==> src/rtl/clint_pkg.sv <==
// clint_pkg: register offsets, reset values and interrupt bit indices shared by the CLINT and the core
package clint_pkg;
  localparam logic [15:0] MSIP_OFS        = 16'h0000;
  localparam logic [15:0] MTIMECMP_LO_OFS = 16'h4000;
  localparam logic [15:0] MTIMECMP_HI_OFS = 16'h4004;
  localparam logic [15:0] MTIME_LO_OFS    = 16'hBFF8;
  localparam logic [15:0] MTIME_HI_OFS    = 16'hBFFC;
  localparam logic [63:0] MTIMECMP_RST    = 64'hFFFF_FFFF_FFFF_FFFF;
  typedef enum logic [3:0] {SW = 4'd3, TIMER = 4'd7, EXT = 4'd11} irq_bit_e;
  function automatic logic [31:0] byte_merge(input logic [31:0] old, input logic [31:0] wdat, input logic [3:0] sel);
    logic [31:0] r;
    r = old;
    for (int i = 0; i < 4; i++) if (sel[i]) r[8*i +: 8] = wdat[8*i +: 8];
    return r;
  endfunction
endpackage

==> src/rtl/wb_clint_if.sv <==
// wb_clint_if: pipelined Wishbone responder port of the CLINT
interface wb_clint_if #(parameter int ADR_WIDTH = 16);
  logic                 cyc_i;
  logic                 stb_i;
  logic                 we_i;
  logic [3:0]           sel_i;
  logic [ADR_WIDTH-1:0] adr_i;
  logic [31:0]          dat_i;
  logic [31:0]          dat_o;
  logic                 ack_o;
  logic                 stall_o;
  modport master (output cyc_i, stb_i, we_i, sel_i, adr_i, dat_i, input dat_o, ack_o, stall_o);
  modport slave (input cyc_i, stb_i, we_i, sel_i, adr_i, dat_i, output dat_o, ack_o, stall_o);
endinterface

==> src/rtl/clint_timer.sv <==
// clint_timer: prescaled 64-bit mtime with byte-lane writes over ticks, and the registered compare
module clint_timer
  import clint_pkg::*;
#(
  parameter int TICK_DIV = 1
) (
  input  logic        clk,
  input  logic        rst_n,
  input  logic        wr_lo,
  input  logic        wr_hi,
  input  logic [3:0]  sel,
  input  logic [31:0] wdat,
  input  logic [63:0] mtimecmp,
  output logic [63:0] mtime,
  output logic        timer_int
);
  localparam int CW = TICK_DIV > 1 ? $clog2(TICK_DIV) : 1;
  logic [CW-1:0] cnt;
  logic          tick;
  assign tick = cnt == CW'(TICK_DIV - 1);
  // prescaler wraps to 0 on the tick cycle
  always_ff @(posedge clk or negedge rst_n)
    if (!rst_n) cnt <= '0;
    else cnt <= tick ? '0 : cnt + CW'(1);
  // a write to either word suppresses the whole increment for that cycle
  always_ff @(posedge clk or negedge rst_n)
    if (!rst_n) mtime <= '0;
    else if (wr_lo | wr_hi) mtime <= {wr_hi ? byte_merge(mtime[63:32], wdat, sel) : mtime[63:32],
                                      wr_lo ? byte_merge(mtime[31:0], wdat, sel) : mtime[31:0]};
    else if (tick) mtime <= mtime + 64'd1;
  // timer interrupt is the registered unsigned compare
  always_ff @(posedge clk or negedge rst_n)
    if (!rst_n) timer_int <= 1'b0;
    else timer_int <= mtime >= mtimecmp;
endmodule

==> src/rtl/wb_clint.sv <==
// wb_clint: Wishbone-mapped core-local interruptor with mtime/mtimecmp/msip
module wb_clint
  import clint_pkg::*;
#(
  parameter int ADR_WIDTH = 16,
  parameter int TICK_DIV  = 1
) (
  input  logic          clk,
  input  logic          rst_n,
  wb_clint_if.slave     wb,
  output logic          timer_int,
  output logic          software_int
);
  logic [ADR_WIDTH-1:0] wadr;
  logic                 acc, wr, ack_q, msip;
  logic                 is_msip, is_cmp_lo, is_cmp_hi, is_mt_lo, is_mt_hi;
  logic [31:0]          rdata, dat_q;
  logic [63:0]          mtimecmp, mtime;
  assign wadr      = wb.adr_i & ~ADR_WIDTH'(3);
  assign acc       = wb.cyc_i & wb.stb_i;
  assign wr        = acc & wb.we_i;
  assign is_msip   = wadr == ADR_WIDTH'(MSIP_OFS);
  assign is_cmp_lo = wadr == ADR_WIDTH'(MTIMECMP_LO_OFS);
  assign is_cmp_hi = wadr == ADR_WIDTH'(MTIMECMP_HI_OFS);
  assign is_mt_lo  = wadr == ADR_WIDTH'(MTIME_LO_OFS);
  assign is_mt_hi  = wadr == ADR_WIDTH'(MTIME_HI_OFS);
  assign rdata = is_msip   ? {31'd0, msip} :
                 is_cmp_lo ? mtimecmp[31:0] :
                 is_cmp_hi ? mtimecmp[63:32] :
                 is_mt_lo  ? mtime[31:0] :
                 is_mt_hi  ? mtime[63:32] : 32'd0;
  assign wb.ack_o   = ack_q & wb.cyc_i;
  assign wb.dat_o   = dat_q;
  assign wb.stall_o = 1'b0;
  // ack one cycle after acceptance; read data is the pre-update register value
  always_ff @(posedge clk or negedge rst_n)
    if (!rst_n) begin
      ack_q <= 1'b0;
      dat_q <= '0;
    end else begin
      ack_q <= acc;
      if (acc) dat_q <= rdata;
    end
  // mtimecmp and msip byte-lane writes, software interrupt registered from msip
  always_ff @(posedge clk or negedge rst_n)
    if (!rst_n) begin
      mtimecmp     <= MTIMECMP_RST;
      msip         <= 1'b0;
      software_int <= 1'b0;
    end else begin
      if (wr & is_cmp_lo) mtimecmp[31:0] <= byte_merge(mtimecmp[31:0], wb.dat_i, wb.sel_i);
      if (wr & is_cmp_hi) mtimecmp[63:32] <= byte_merge(mtimecmp[63:32], wb.dat_i, wb.sel_i);
      if (wr & is_msip & wb.sel_i[0]) msip <= wb.dat_i[0];
      software_int <= msip;
    end
  clint_timer #(.TICK_DIV(TICK_DIV)) u_timer (
    .clk       (clk),
    .rst_n     (rst_n),
    .wr_lo     (wr & is_mt_lo),
    .wr_hi     (wr & is_mt_hi),
    .sel       (wb.sel_i),
    .wdat      (wb.dat_i),
    .mtimecmp  (mtimecmp),
    .mtime     (mtime),
    .timer_int (timer_int)
  );
endmodule

==> src/flat_wrapper.sv <==
// flat-port wrapper written by rule: the top's interface ports become plain ports
module wb_clint_flat import clint_pkg::*;
#(
  parameter int ADR_WIDTH = 16,
  parameter int TICK_DIV  = 1
)
  (clk, rst_n, timer_int, software_int, wb_cyc_i, wb_stb_i, wb_we_i, wb_sel_i, wb_adr_i, wb_dat_i, wb_dat_o, wb_ack_o, wb_stall_o);
  wb_clint_if #(.ADR_WIDTH(ADR_WIDTH)) wb_i ();
  input  logic clk;
  input  logic rst_n;
  output logic timer_int;
  output logic software_int;
  input wire logic [$bits(wb_i.cyc_i)-1:0] wb_cyc_i;
  input wire logic [$bits(wb_i.stb_i)-1:0] wb_stb_i;
  input wire logic [$bits(wb_i.we_i)-1:0] wb_we_i;
  input wire logic [$bits(wb_i.sel_i)-1:0] wb_sel_i;
  input wire logic [$bits(wb_i.adr_i)-1:0] wb_adr_i;
  input wire logic [$bits(wb_i.dat_i)-1:0] wb_dat_i;
  output wire logic [$bits(wb_i.dat_o)-1:0] wb_dat_o;
  output wire logic [$bits(wb_i.ack_o)-1:0] wb_ack_o;
  output wire logic [$bits(wb_i.stall_o)-1:0] wb_stall_o;
  assign wb_i.cyc_i = wb_cyc_i;
  assign wb_i.stb_i = wb_stb_i;
  assign wb_i.we_i = wb_we_i;
  assign wb_i.sel_i = wb_sel_i;
  assign wb_i.adr_i = wb_adr_i;
  assign wb_i.dat_i = wb_dat_i;
  assign wb_dat_o = wb_i.dat_o;
  assign wb_ack_o = wb_i.ack_o;
  assign wb_stall_o = wb_i.stall_o;
  wb_clint #(.ADR_WIDTH(ADR_WIDTH), .TICK_DIV(TICK_DIV)) u_core (.clk(clk), .rst_n(rst_n), .wb(wb_i), .timer_int(timer_int), .software_int(software_int));
endmodule
==> config.mk <==
export PLATFORM = sky130hd
export DESIGN_NAME = wb_clint_flat
export DESIGN_NICKNAME = d
export VERILOG_FILES = /design/src/rtl/clint_pkg.sv /design/src/rtl/wb_clint_if.sv /design/src/rtl/clint_timer.sv /design/src/rtl/wb_clint.sv /design/src/flat_wrapper.sv
export SDC_FILE = /design/constraint.sdc
export NUM_CORES = 1
export LEC_CHECK = 0
export ABC_AREA = 1
export BUFFER_PORTS_ARGS = -buffer_cell sky130_fd_sc_hd__buf_2
export CAP_MARGIN = 10
export CORE_MARGIN = 2
export CORE_UTILIZATION = 50
export CTS_BUF_LIST = sky130_fd_sc_hd__clkbuf_16
export DETAILED_ROUTE_END_ITERATION = 16
export PLACE_DENSITY = 0.71
export SLEW_MARGIN = 20
export SYNTH_ARGS = -nofsm -noshare
export SYNTH_HDL_FRONTEND = slang
export SYNTH_HIERARCHICAL = 1
export SYNTH_SLANG_ARGS = --single-unit
==> constraint.sdc <==
create_clock -name clk -period 1.7 [get_ports clk]
set_input_delay 0.255 -clock clk [delete_from_list [all_inputs] [get_ports clk]]
set_output_delay 0.255 -clock clk [all_outputs]
set_load 0.01 [all_outputs]
==> impl_metrics.json <==
{
  "critical_path_class": "flip-flop to flip-flop",
  "grt_pass1_wl_um": 73380,
  "final_hold_viol_count": 0,
  "grt_pass1_vias": 13510,
  "grtUsageTotal_pct": 36.77,
  "synth-seq-area-share_pct": 34.06,
  "syn_avg_cell_area_um2": 6.765,
  "cts_tree": "yes",
  "synth_ff_type": "dfrtp_1",
  "fmaxAchievable_mhz": 539.4,
  "post_drt_wl_per_cell_um": 19.63,
  "h-tree-depth": 4,
  "chipWidth_um": 160.8,
  "crit_family": "simple AND/OR/NAND/NOR gates",
  "die_area_mm2": 0.02584,
  "core_mm2": 0.02425,
  "syn_to_final_growth_pct": 42.51,
  "placed_area_mm2": 0.01536,
  "cp-end-kind": "flip-flop",
  "vias": 14540,
  "clkTransAtPathRegs_ns": 0.08,
  "ff_latch_area_mm2": 0.004208,
  "dr.pass1.iters": 7,
  "multi_input_area_mm2": 0.008054,
  "fin_crit_sh_pct": 109.0,
  "post-route-util_pct": 72.20,
  "n_fill_cell": 1952,
  "gp_congestion": 1.034,
  "io-pin-count": 93,
  "setup_ws_ns": -0.1538,
  "hold_class": "input pin to flip-flop",
  "max-clock-path-buffers": 2,
  "synth-seq-cells": 164,
  "pwr_density_cell_mw_per_mm2": 536.2,
  "post-place-ws_ns": -0.3662,
  "cpPeakStageDelay_ns": 0.47,
  "cts_made_buffers": 17,
  "relSlewSlack_pct": 61.47,
  "ant_nets": 0,
  "crit_required_ns": 2.05,
  "rows": 57,
  "initial_core_util_pct": 50.67,
  "clock_skew_ns": 0.01191,
  "synthAdderAreaFrac_pct": 6.620,
  "drv_slew": 0,
  "grt_antenna_before_repair": 3,
  "synth.area.mux_share_pct": 0,
  "clk_latency_ns": 0.44,
  "slowest_stage": "dfrtp_2",
  "status": "complete, but fails checks",
  "arrival_ns": 2.20,
  "cts.sinks": 164,
  "worstPathMaxFanout": 4,
  "fin_area_mm2": 0.01751,
  "drtIter0Drc": 1773,
  "synth_compound_area_share_pct": 12.53,
  "syn-num-nets": 1938,
  "grt_max_degree": 52,
  "max_cap_viol_count": 0,
  "yosys_warnings": 6,
  "routed_wl_um": 50150,
  "synthArstFlopShare_pct": 100.0,
  "yosysUniqueCellTypes": 50,
  "critPathLaunchType": "flip-flop",
  "yosys.area.top_type": "dfrtp_1",
  "drc": 0,
  "rsz0062_at_grt": "true",
  "viasPerCell": 5.694,
  "synthCells": 1816,
  "die_h_um": 160.8,
  "setup_viol": 42,
  "clock-root-buffer": "clkbuf_16",
  "final_nets": 2336,
  "synth_area_leaders": "dfrtp_1 20%, nand2_1 17%, dfstp_2 14%",
  "yosys.area.top_type_share_pct": 20.37,
  "drive_gt1_share_pct": 37.58,
  "rrSetupSlack_ns": -0.15,
  "path_buf_inv": 2,
  "period_minus_slack_ns": 1.854,
  "grt.overflow.total": 0,
  "synth_xor_area_share_pct": 0.6416,
  "io_buffers": 89,
  "hpwl_um": 36040,
  "setup_tns_ns": -2.551,
  "violations": "setup timing",
  "mappedNetlistArea_mm2": 0.01229,
  "worst_ir_drop_vdd_mv": 0.6372,
  "synth-edff-count": 0,
  "worst_pin_slew_ns": 0.5780,
  "leakagePower_uw": 0.008600,
  "crit_chain": "nand2_2 -> nor2_4 -> buf_4 -> nand2_1 -> nor2_4 -> buf_4 -> nand2_2 -> xor2_1 -> o211ai_1",
  "synth_top_family_by_area": "simple AND/OR/NAND/NOR gates",
  "synth-simple-area-share_pct": 36.76
}
cell families after synthesis:
| family | count (synthesis) |
|---|---|
| XOR/XNOR | 9 |
| AO/OA/AOI/OAI | 265 |
| flip-flops | 164 |
| adder cells (fa/ha/maj) | 65 |
| buffers and inverters | 274 |
| other | 1 |
| AND/OR/NAND/NOR | 1038 |
path summary, 6_finish.rpt:
path,from,endpoint,cells after the start
max in group asynchronous,rst_n,u_core/mtimecmp[57]$_DFFE_PN1P_,3
hold / removal,wb_dat_i[18],u_core/mtimecmp[18]$_DFFE_PN1P_,3
min in group asynchronous,rst_n,u_core/ack_q$_DFF_PN0_,2
hold reg to reg,u_core/msip$_DFFE_PN0P_,u_core/software_int$_DFF_PN0_,0
setup / recovery,u_core/u_timer/mtime[15]$_DFFE_PN0P_,u_core/u_timer/mtime[32]$_DFFE_PN0P_,9
setup reg to reg,u_core/u_timer/mtime[15]$_DFFE_PN0P_,u_core/u_timer/mtime[32]$_DFFE_PN0P_,9
cells in the final DEF, fill, tap and decap left out, drive strengths merged, types with 7 or more instances in the layout:
cell type	instances
nor2	254
o21ai	115
xor2	7
nand3b	32
nand3	133
clkbuf	17
inv	219
o211ai	46
dfstp	64
nor3	8
nand4	22
clkinv	9
buf	438
nand2	574
ha	65
a21oi	76
dfrtp	100
synthesized netlist by cell type (all sizes together) (3+ instances only):
master,n
nand2,574
nor2,254
inv,212
nand3,133
o21ai,115
dfrtp,100
a21oi,76
ha,65
dfstp,64
o211ai,46
buf,34
nand3b,32
clkbuf,26
nand4,22
nor3,8
xor2,7
o22ai,6
or2,6
a22oi,5
a31oi,4
o21bai,4
and2,3
nor4,3
report_power, final:
part,internal (uW),leakage [uW],switching (uW),total [uW]
sequential,3980,0.00194,118,4090
clock,1970,0.000286,1960,3930
combinational,620,0.00637,746,1370
worst register-to-register path, cell delays in order (launching register included):
cell and delay, ns:
dfrtp_2 0.47, nand2_2 0.12, nor2_4 0.20, buf_4 0.14, nand2_1 0.07, nor2_4 0.22, buf_4 0.15, nand2_2 0.07
xor2_1 0.15, o211ai_1 0.17
metal layers:
| metal | track usage, % | vias up | share of wire [%] |
|---|---|---|---|
| li1 | - | 6658 | - |
| met1 | 48.26 | 6779 | 40 |
| met2 | 58.76 | 885 | 44 |
| met4 | 14.61 | 0 | 5.4 |
| met3 | 8.833 | 220 | 11 |
| met5 | 0 | - | 0 |
repair_timing:
action                                 4_1_cts  5_1_grt
hold buffers                                 1        0
setup endpoints to repair                   53       53
buffers inserted                            17       28
pin swaps                                   51       89
endpoints found under the hold margin       21        0
resized for setup                          141      186
cloned                                       0        0
cell type report:
| type | instances | area share, % |
|---|---|---|
| repair buffers | 439 | 19.51 |
| clock inverters | 15 | 0.9362 |
| well taps | 324 | 2.315 |
| diodes | 3 | 0.04288 |
| multi-input cells | 1378 | 46.00 |
| inverters | 214 | 4.731 |
| clock buffers | 17 | 2.430 |
| flip-flops and latches | 164 | 24.03 |
through the flow:
stage | power [uW] | std cells | hold WS (ns)
3_3_place_gp | 5048 | 2474 | 0.2692
5_1_grt | 9692 | 2551 | 0.06557
3_5_place_dp | 5073 | 2474 | 0.2692
2_1_floorplan | 4492 | 1816 | -0.04059
6_report | 9388 | 2554 | 0.05457
4_1_cts | 9102 | 2523 | 0.04244
registers in the layout, summed over array words and instances, names as in the netlist:
register	count
u_core/msip	1
u_core/mtimecmp	64
u_core/software_int	1
u_core/u_timer/mtime	64
u_core/ack_q	1
u_core/u_timer/timer_int	1
u_core/wb.dat_o	32
(Power assumes the default switching activity.)
